### src/rtl/async_fifo_rd_burst.sv
// async_fifo_rd_burst: drains a FIFO in threshold/timeout bursts onto a registered valid/ready stream
module async_fifo_rd_burst #(
  parameter int W = 8,
  parameter int DP = 4,
  parameter int BURST = 4,
  parameter int TMO = 16,
  parameter int TW = 5,
  localparam int AW = $clog2(DP)
) (
  input  logic          rd_clk,
  input  logic          rd_reset,
  input  logic          cfg_enable,
  input  logic          fifo_empty,
  input  logic [AW:0]   fifo_aval,
  input  logic [W-1:0]  fifo_rd_data,
  output logic          fifo_rd_en,
  output logic          out_valid,
  input  logic          out_ready,
  output logic [W-1:0]  out_data,
  output logic          out_first,
  output logic          out_last,
  output logic [AW:0]   burst_len,
  output logic          burst_active,
  output logic          err_underrun
);
  localparam logic [AW:0] BL = (AW+1)'(BURST);
  localparam logic [AW:0] ONE = (AW+1)'(1);
  localparam logic [TW-1:0] TMAX = TW'(TMO - 1);
  typedef enum logic [1:0] {IDLE, XFER, LAST} state_t;
  state_t state, state_nx;
  logic [TW-1:0] timer;
  logic [AW:0] rem, len;
  logic first_pend, pop, start_thr, start_tmo, start;
  always_comb begin
    start_thr = cfg_enable && fifo_aval >= BL;
    start_tmo = cfg_enable && timer == TMAX && fifo_aval != '0;
    start = state == IDLE && (start_thr || start_tmo);
    len = start_thr ? BL : fifo_aval;
    pop = !rd_reset && state == XFER && !fifo_empty && rem != '0 && (!out_valid || out_ready);
    state_nx = start ? XFER :
               (pop && rem == ONE) ? LAST :
               (state == LAST && out_valid && out_ready) ? IDLE : state;
  end
  assign fifo_rd_en = pop;
  assign burst_active = state != IDLE;
  always_ff @(posedge rd_clk) begin
    if (rd_reset) begin
      state <= IDLE;
      timer <= '0;
      rem <= '0;
      first_pend <= 1'b0;
      burst_len <= '0;
      out_valid <= 1'b0;
      out_data <= '0;
      out_first <= 1'b0;
      out_last <= 1'b0;
      err_underrun <= 1'b0;
    end else begin
      state <= state_nx;
      // idle timer only advances while a partial residue sits in the FIFO
      if (state == IDLE)
        timer <= (fifo_aval == '0 || !cfg_enable || start) ? '0 :
                 (fifo_aval < BL && timer != TMAX) ? timer + 1'b1 : timer;
      if (start) begin
        burst_len <= len;
        rem <= len;
        first_pend <= 1'b1;
      end
      if (pop) begin
        out_data <= fifo_rd_data;
        out_valid <= 1'b1;
        out_first <= first_pend;
        first_pend <= 1'b0;
        out_last <= rem == ONE;
        rem <= rem - ONE;
      end else if (out_ready) begin
        out_valid <= 1'b0;
      end
      if (state == XFER && fifo_empty && rem != '0)
        err_underrun <= 1'b1;
    end
  end
endmodule

### config.mk
export PLATFORM = sky130hd
export DESIGN_NAME = async_fifo_rd_burst
export DESIGN_NICKNAME = d
export VERILOG_FILES = /design/src/rtl/async_fifo_rd_burst.sv
export SDC_FILE = /design/constraint.sdc
export NUM_CORES = 1
export LEC_CHECK = 0
export BUFFER_PORTS_ARGS = -buffer_cell sky130_fd_sc_hd__buf_2
export CAP_MARGIN = 20
export CORE_MARGIN = 2
export CORE_UTILIZATION = 53
export CTS_CLUSTER_SIZE = 24
export DETAILED_ROUTE_END_ITERATION = 16
export PLACE_DENSITY = 0.82
export SYNTH_ARGS = -nofsm -noshare
export SYNTH_HDL_FRONTEND = slang
export SYNTH_SLANG_ARGS = --single-unit
### constraint.sdc
create_clock -name rd_clk -period 2.9 [get_ports rd_clk]
set_input_delay 0.29 -clock rd_clk [delete_from_list [all_inputs] [get_ports rd_clk]]
set_output_delay 0.29 -clock rd_clk [all_outputs]
set_load 0.01 [all_outputs]
Yosys cells after proc, flatten, opt, wreduce, memory -nomap -nowiden
Cells that the tools add are included.
W data, S select, Z words.
{"block": "op_classes", "n_addsub": 2, "n_mul": 0, "div": 0, "order_cmp": 2, "eq_ne": 5, "n_shift": 0, "mux": 10, "bitwise_logic": 0, "reduce_logical": 35}
{"operator": "$logic_and A1 B1 Y1", "count": 14}
{"operator": "$mux W5", "count": 2}
{"operator": "$reduce_bool A2 Y1", "count": 5}
{"operator": "$mux W3", "count": 3}
{"operator": "$reduce_bool A3 Y1", "count": 3}
{"operator": "$add A5 B1 Y5 const B", "count": 1}
{"operator": "$eq A5 B4 Y1 const B", "count": 1}
{"operator": "$ne A5 B4 Y1 const B", "count": 1}
{"operator": "$logic_not A1 Y1", "count": 4}
{"operator": "$logic_or A1 B1 Y1", "count": 4}
{"operator": "$mux W2", "count": 2}
{"operator": "$reduce_or A2 Y1", "count": 2}
{"operator": "$eq A3 B1 Y1 const B", "count": 1}
{"operator": "$ge A3 B3 Y1 const B", "count": 1}
{"operator": "$logic_not A3 Y1", "count": 1}
{"operator": "$lt A3 B3 Y1 const B", "count": 1}
{"operator": "$mux W1", "count": 3}
{"operator": "$sub A3 B1 Y3 const B", "count": 1}
{"operator": "$eq A2 B1 Y1 const B", "count": 1}
{"operator": "$eq A2 B2 Y1 const B", "count": 1}
{"operator": "$logic_not A2 Y1", "count": 1}
{"operator": "$reduce_and A2 Y1", "count": 1}
{"block": "totals", "register_bits": 26, "latch_bits": 0, "ram_bits": 0, "romBits": 0, "input_bits": 16, "output_inout_bits": 17, "wordCells": 65, "mem_count": 0}

Depth between registers and ports, before layout
Gate-level depths: netlist (run 1).
{"block": "depth", "ltp_word": 8, "mapped_depth": 8}

Least setup slack after synthesis (run 1)
No wires, ideal clock.
{"block": "synth_path", "path_kind": "reg-to-reg", "startpoint": "register timer[0]", "endpoint": "register rem[2]", "setup_time_ns": 0.074, "arrival_ns": 1.533, "setup_slack_ns": 1.292, "path_stages_with_launch": 8, "n_path_buf": 0, "path_cell_list": "dfxtp_1 > ha_1 > and3_1 > ha_1 > o21a_1 > o211ai_2 > nand3_1 > a31oi_1"}
{"block": "synth_via", "elab_chain_cells": 6}
{"element": "start: declaration", "line_no": "31", "source": "logic [TW-1:0] timer;"}
{"element": "start signal: assignment", "line_no": "62", "source": "timer <= (fifo_aval == '0 || !cfg_enable || start) ? '0 :"}
{"element": "$eq A5 B4 Y1", "line_no": "36", "source": "start_tmo = cfg_enable && timer == TMAX && fifo_aval != '0;"}
{"element": "$logic_and A1 B1 Y1 (2 in series)", "line_no": "36"}
{"element": "$logic_or A1 B1 Y1", "line_no": "37", "source": "start = state == IDLE && (start_thr || start_tmo);"}
{"element": "$logic_and A1 B1 Y1", "line_no": "37"}
{"element": "$reduce_bool A2 Y1 (no line)"}
{"element": "end signal: assignment", "line_no": "66", "source": "rem <= len;"}
{"element": "end signal: assignment", "line_no": "75", "source": "rem <= rem - ONE;"}
{"element": "end: declaration", "line_no": "32", "source": "logic [AW:0] rem, len;"}
No other way between the ends.
A chain may end at the register's enable or synchronous reset.

Worst setup path in the final report (run 1)
{"block": "layout_path", "startpoint": "register rem[0]", "endpoint": "output port fifo_rd_en"}
{"block": "layout_via", "elab_chain_cells": 3}
{"element": "$reduce_bool A3 Y1", "line_no": "39", "source": "pop = !rd_reset && state == XFER && !fifo_empty && rem != '0 && (!out_valid || out_ready);"}
{"element": "$logic_and A1 B1 Y1 (2 in series)", "line_no": "39"}
{"element": "end: declaration", "line_no": "16", "source": "output logic fifo_rd_en,"}
No other way between the ends.

==> results.toml, run 1 <==
[layout]
instances_no_fill = 189
nets = 184
fin_area_mm2 = 0.001334
drive_gt1_share_pct = 25.31
fill_cells = 167
fin_util_pct = 67.30
area.growth.synth_to_final_pct = 18.58
antenna_cells = 0

[global_route]
antenna_found_initial = 0
grt_pass1_vias = 905
grt_start_max_net_pins = 25
grt_pass1_wl_um = 3650
grt_util_all_layers_pct = 18.27
grt_overflow_total = 0

[clock_network]
cts_sinks = 26
clk-insertion-delay-late_ns = 0.31
clk_path_buf_depth = 2
cts_tree = "done"
cts_max_level = 1
total_of_hold_buffers_inserted_after_clock_tree_synthesis = 0
cts_setup_buffers = 0
cts-resized-gates = 0
path_clk_slew_ns = 0.14
cts_inserted_buffers = 3
cts-root-buf = "sky130_fd_sc_hd__clkbuf_4"

[power]
switching_share_pct = 22.94
report.power.total_uw = 600.9
pwr-share-comb_pct = 8.7
power.internal_uw = 463.1
power-per-cell-area_mw_per_mm2 = 450.5
max-vdd-ir-drop_v = 0.0002899
leakage_nw = 0.5591
seq_power_share_pct = 61.5
total_switching_power_uw = 137.8
power_frac_clock_pct = 29.9

[critical_path]
setup.worst_path.start_class = "register"
arrival_time_of_data_at_the_critical_path_endpoint_ns = 1.85
series_of_cell_instances_along_the_critical_path = "inv_1 -> ha_1 -> nand2b_1 -> nand3_2 -> inv_2 -> buf_2"
criticalPathCategory = "reg2out"
cp_slowest_stage_delay_ns = 0.40
slowest_stage = "sky130_fd_sc_hd__dfxtp_1"
cp_max_fo = 14
critPathCaptureType = "primary output"
worst-endpoint-required_ns = 2.61

[timing]
min_period_ns = 2.142
final-setup-viol-count = 0
fin_skew_ns = 0.005759
report.final.slew_viol_count = 0
setup_repair_after_global_routing_missed_its_margin = "false"
setup_slack_ns = 0.7582
final-hold-violation-count = 0
total_negative_slack_for_setup_checks_ns = 0
timing.slew.headroom_pct = 69.91
holdWs_ns = 0.1976
fmax_ghz = 0.4669
min_period_over_period_pct = 73.86
worst-slew-pin-transition_ns = 0.4501

[synth]
post_synth_main_area_contributors = "sky130_fd_sc_hd__dfxtp_1 (46%), sky130_fd_sc_hd__nand2_1 (8.7%), sky130_fd_sc_hd__a21oi_1 (7.6%), sky130_fd_sc_hd__ha_1 (5.6%), sky130_fd_sc_hd__inv_1 (3.0%)"
post_synthesis_cell_count = 130
synth_edf_count = 0
synth-async-reset-ratio_pct = 0
yosysUniqueCellTypes = 31
syn_avg_cell_area_um2 = 8.653
synth_area_leader_cell = "sky130_fd_sc_hd__dfxtp_1"
mappedNetlistNets = 151
synth_top_cells_by_count = "sky130_fd_sc_hd__dfxtp_1 (26), sky130_fd_sc_hd__nand2_1 (26), sky130_fd_sc_hd__a21oi_1 (17), sky130_fd_sc_hd__inv_1 (9)"
syn-cell-area_mm2 = 0.001125
synth.yosys.warnings = 0
synth_ff_type = "sky130_fd_sc_hd__dfxtp_1"
share_of_the_synthesized_area_in_the_top_cell_type_pct = 46.27
proportion_of_synthesized_chip_area_in_sequential_cells_pct = 46.27
postSynthRegisterBits = 26

[placement]
half_perimeter_wire_length_of_the_detailed_placement_result_um = 1605
routabilityCongestion = 0.7163
dp_slack_ns = 1.014
place_area_mm2 = 0.001297
io_buffers = 32
placed_cell_count = 185

[floorplanning]
io_pins = 33
floorplan.core_area_mm2 = 0.001982
placementRows = 16
initial_core_utilization_pct = 56.76
floorplan.die_area_mm2 = 0.002507
floorplan.die.height_um = 50.07
die_width_um = 50.07

[detailed_routing]
remaining_drc_errors = 0
vias = 999
drt_wl_total_um = 2143
drt_iter0_markers = 9
drtAntennaViolNets = 0
vias_per_cell = 5.286
routedWlPerCell_um = 11.34
detail_route.first_pass.iterations = 4

[hold_path]
min-delay-path-class = "in2reg"

[run]
maxCapViolCount = 0

[run_status]
status = "complete, no violations"
==> metal layers <==
| layer | up-vias | share of wire (%) | GRT usage [%] |
|---|---|---|---|
| met5 | - | 0 | 0 |
| met4 | 0 | 0.98 | 6.019 |
| li1 | 507 | - | - |
| met1 | 464 | 45 | 21.82 |
| met2 | 23 | 50 | 32.24 |
| met3 | 5 | 4.2 | 3.636 |
==> cell type report <==
| type | count | area, um^2 | share of cell area [%] |
|---|---|---|---|
| Clock buffer | 4 | 36.28 | 2.720 |
| Inverter | 10 | 37.54 | 2.814 |
| Multi-Input combinational cell | 89 | 538.0 | 40.34 |
| Sequential cell | 26 | 520.5 | 39.02 |
| Tap cell | 27 | 33.78 | 2.533 |
| Timing Repair Buffer | 33 | 167.7 | 12.57 |
==> logic make-up (layout without fill, tap and decap cells) <==
group	count (synthesis)	count (layout)	share of synthesized area, %
buf+inv	15	47	5.895
flops	26	26	46.27
compound gates	32	32	17.91
xor+xnor	3	3	2.336
simple gates	49	49	22.02
fa+ha+maj	5	5	5.562
==> cell usage in the layout, fill, tap and decap left out, drive strengths merged, types with 3 or more instances in the layout <==
cell    count
buf        33
dfxtp      26
inv        10
clkbuf      4
nand4       5
nand2b      3
o211ai      3
ha          5
nand3       4
a21oi      17
nor2        5
nand2      26
==> worst paths after layout <==
check	from	to	slack (ns)	cells past startpoint
max	rem[0]	fifo_rd_en	0.76	6
min	fifo_rd_data[3]	out_data[3]	0.20	3
max reg2reg	timer[0]	rem[2]	1.03	7
min reg2reg	out_data[1]	out_data[1]	0.47	2
==> power by group through the flow <==
stage | combinational (mW) | sequential (mW) | clock (mW)
2_1_floorplan | 0.0292 | 0.377 | 0
3_3_place_gp | 0.0505 | 0.377 | 0
3_5_place_dp | 0.0514 | 0.377 | 0
4_1_cts | 0.0520 | 0.369 | 0.181
5_1_grt | 0.0583 | 0.371 | 0.195
6_report | 0.0521 | 0.369 | 0.179
==> worst max-delay path: cells and delay by family, from the launching register on <==
kind / cells / cell delay (ns)
fa+ha+maj: 1 / 0.20
flops: 1 / 0.40
simple gates: 2 / 0.42
buf+inv: 3 / 0.51
==> flip-flops by register name, summed over array words and instances (netlist names) <==
register	count
first_pend	1
burst_len	3
rem	3
err_underrun	1
out_first	1
out_last	1
timer	5
state	2
out_data	8
out_valid	1
Note: power is estimated with default switching activity, not from simulation.
==> inputs of run 2 (changes only) <==
- CORE_UTILIZATION: 53 -> 45
- PLACE_DENSITY: 0.82 -> 0.74
- clock period: 2.9 -> 1.8 ns (I/O delays scaled with it)
==> run 2 against run 1 <==
  * Wire length increased by 9.9%
  * Cell count rose by 3.7%
  * Non-clock buffer count increased by 3
  * Register-to-register slack got worse by 0.91 ns
  * Die area increased by 16%
  * Combinational power rose by 79%
  * Flip-flop and latch count stayed put
  * First-iteration DRC count increased by 56%
  * Via count fell by 0.10%
  * Count of clock-buffer cells in the layout stayed put
==> results.toml, run 2 (synthesis gave the netlist of run 1 again) <==
[hold_path]
min-delay-path-class = "in2reg"
holdPathEnd = "out_data[4]"
hold_start = "fifo_rd_data[4]"
whs_path_depth = 3

[detailed_routing]
wl_met1_um = 1074
remaining_drc_errors = 0
wl_met2_um = 1163
detail_route.first_pass.iterations = 4
dr.max_layer_used = "met4"
vias_per_cell = 5.092
vias = 998
drtAntennaViolNets = 0
drt_iter0_markers = 14
drt_wl_total_um = 2355
routedWlPerCell_um = 12.02
route.met3.wl_um = 90

[critical_path]
arrival_time_of_data_at_the_critical_path_endpoint_ns = 1.94
worst-r2r-setup-slack_ns = 0.12
cp_max_fo = 5
worst-endpoint-required_ns = 2.05
rr_endpoint = "rem[2]"
ff2ff_path_depth = 7
regToRegStartpoint = "timer[0]"
critPathCaptureType = "register"
criticalPathCategory = "reg2reg"
setup.worst_path.start_class = "register"

[run_status]
status = "complete, no violations"

[layout]
drive_gt1_share_pct = 28.92
largest_reg_flops = 8
antenna_cells = 0
layout.cells.most_common_list = "sky130_fd_sc_hd__buf_2 (32), sky130_fd_sc_hd__nand2_1 (26), sky130_fd_sc_hd__dfxtp_1 (24), sky130_fd_sc_hd__a21oi_1 (17), sky130_fd_sc_hd__inv_1 (9)"
nets = 188
area.growth.synth_to_final_pct = 23.47
largest_registers = "out_data x8, timer x5"
register_bank_with_the_most_flops = "out_data"
layout_commonest_cell = "sky130_fd_sc_hd__buf_2"

[timing]
setup_repair_after_global_routing_missed_its_margin = "false"
final-hold-violation-count = 0
final-setup-viol-count = 0
total_negative_slack_for_setup_checks_ns = 0
fmax_ghz = 0.5935
fin_skew_ns = 0.004060
report.final.slew_viol_count = 0
worst-slew-pin-transition_ns = 0.2876
min_period_over_period_pct = 93.61
timing.slew.headroom_pct = 80.74
min_period_ns = 1.685

[clock_network]
clk-insertion-delay-late_ns = 0.31
cts_sinks = 26
cts_max_level = 1
clk_path_buf_depth = 2
path_clk_slew_ns = 0.14
cts_tree = "done"
cts_inserted_buffers = 3
cts-root-buf = "sky130_fd_sc_hd__clkbuf_4"
total_of_hold_buffers_inserted_after_clock_tree_synthesis = 0

[global_route]
grt_overflow_total = 0
grt_start_max_net_pins = 24
grt_pass1_wl_um = 3601
antenna_found_initial = 0
grt_util_all_layers_pct = 16.78
grt_pass1_vias = 853

[placement]
io_buffers = 32
half_perimeter_wire_length_of_the_detailed_placement_result_um = 1724
routabilityCongestion = 0.7249

[floorplanning]
placementRows = 18
die_width_um = 54.00
initial_core_utilization_pct = 46.24
floorplan.die.height_um = 54.00
floorplan.die_area_mm2 = 0.002915
floorplan.core_area_mm2 = 0.002432
io_pins = 33

[power]
leakage_nw = 0.5754
max-vdd-ir-drop_v = 0.0003907
report.power.total_uw = 976.3
power-per-cell-area_mw_per_mm2 = 703.0

[run]
maxCapViolCount = 0
run 2: worst max path at each step:
| stage | endpoint | startpoint | depth (start not counted) |
|---|---|---|---|
| detailed placement | rem[2] | timer[0] | 7 |
| global placement | rem[2] | timer[0] | 7 |
| floorplan | rem[2] | timer[0] | 7 |
| finish | rem[2] | timer[0] | 7 |
| CTS | rem[2] | timer[0] | 7 |
| global route | rem[2] | timer[0] | 7 |
run 2: area by class of cell:
class / count / area [um^2]
tap: 30 / 37.54
fill: 238 / 1044
multi-input combinational: 90 / 561.8
clock buffer: 4 / 36.28
sequential: 26 / 523.0
inverter: 10 / 40.04
timing repair buffer: 36 / 190.2
run 2: timing repair:
action,in CTS,in global routing
resized for setup,2,3
setup endpoints to repair,2,6
pin swaps,0,1
cloned,0,1
buffers inserted,1,0
run 2: metrics by stage:
stage	setup WS, ns	instances	hold WS, ns	cell area (um^2)	utilization (%)
final	0.1151	196	0.09160	1389	57.10
after CTS	0.05072	195	0.08556	1371	56.38
after floorplan	0.1920	130	0.2949	1125	-
after global placement	0.1278	190	0.4219	1316	54.12
after global routing	0.02674	196	0.07630	1389	57.10
after detailed placement	0.03137	190	0.4318	1316	54.12
run 2: critical path, cell delays in order (launching register included):
cell                       delay (ns)
sky130_fd_sc_hd__dfxtp_2         0.36
sky130_fd_sc_hd__ha_1            0.20
sky130_fd_sc_hd__and3_1          0.18
sky130_fd_sc_hd__ha_2            0.19
sky130_fd_sc_hd__o21a_1          0.16
sky130_fd_sc_hd__o211ai_4        0.26
sky130_fd_sc_hd__nand3_1         0.10
sky130_fd_sc_hd__a31oi_1         0.17
run 2: report_power, final:
group	internal (mW)	leakage, nW	switching, mW
sequential	0.587	0.211	0.00847
clock	0.123	0.0210	0.164
combinational	0.0396	0.343	0.0535
run 2: metal layers:
layer	vias to the layer above	track usage, %
met5	-	0
met4	0	7.500
met3	2	1.944
met2	24	28.25
met1	456	21.48
li1	516	-
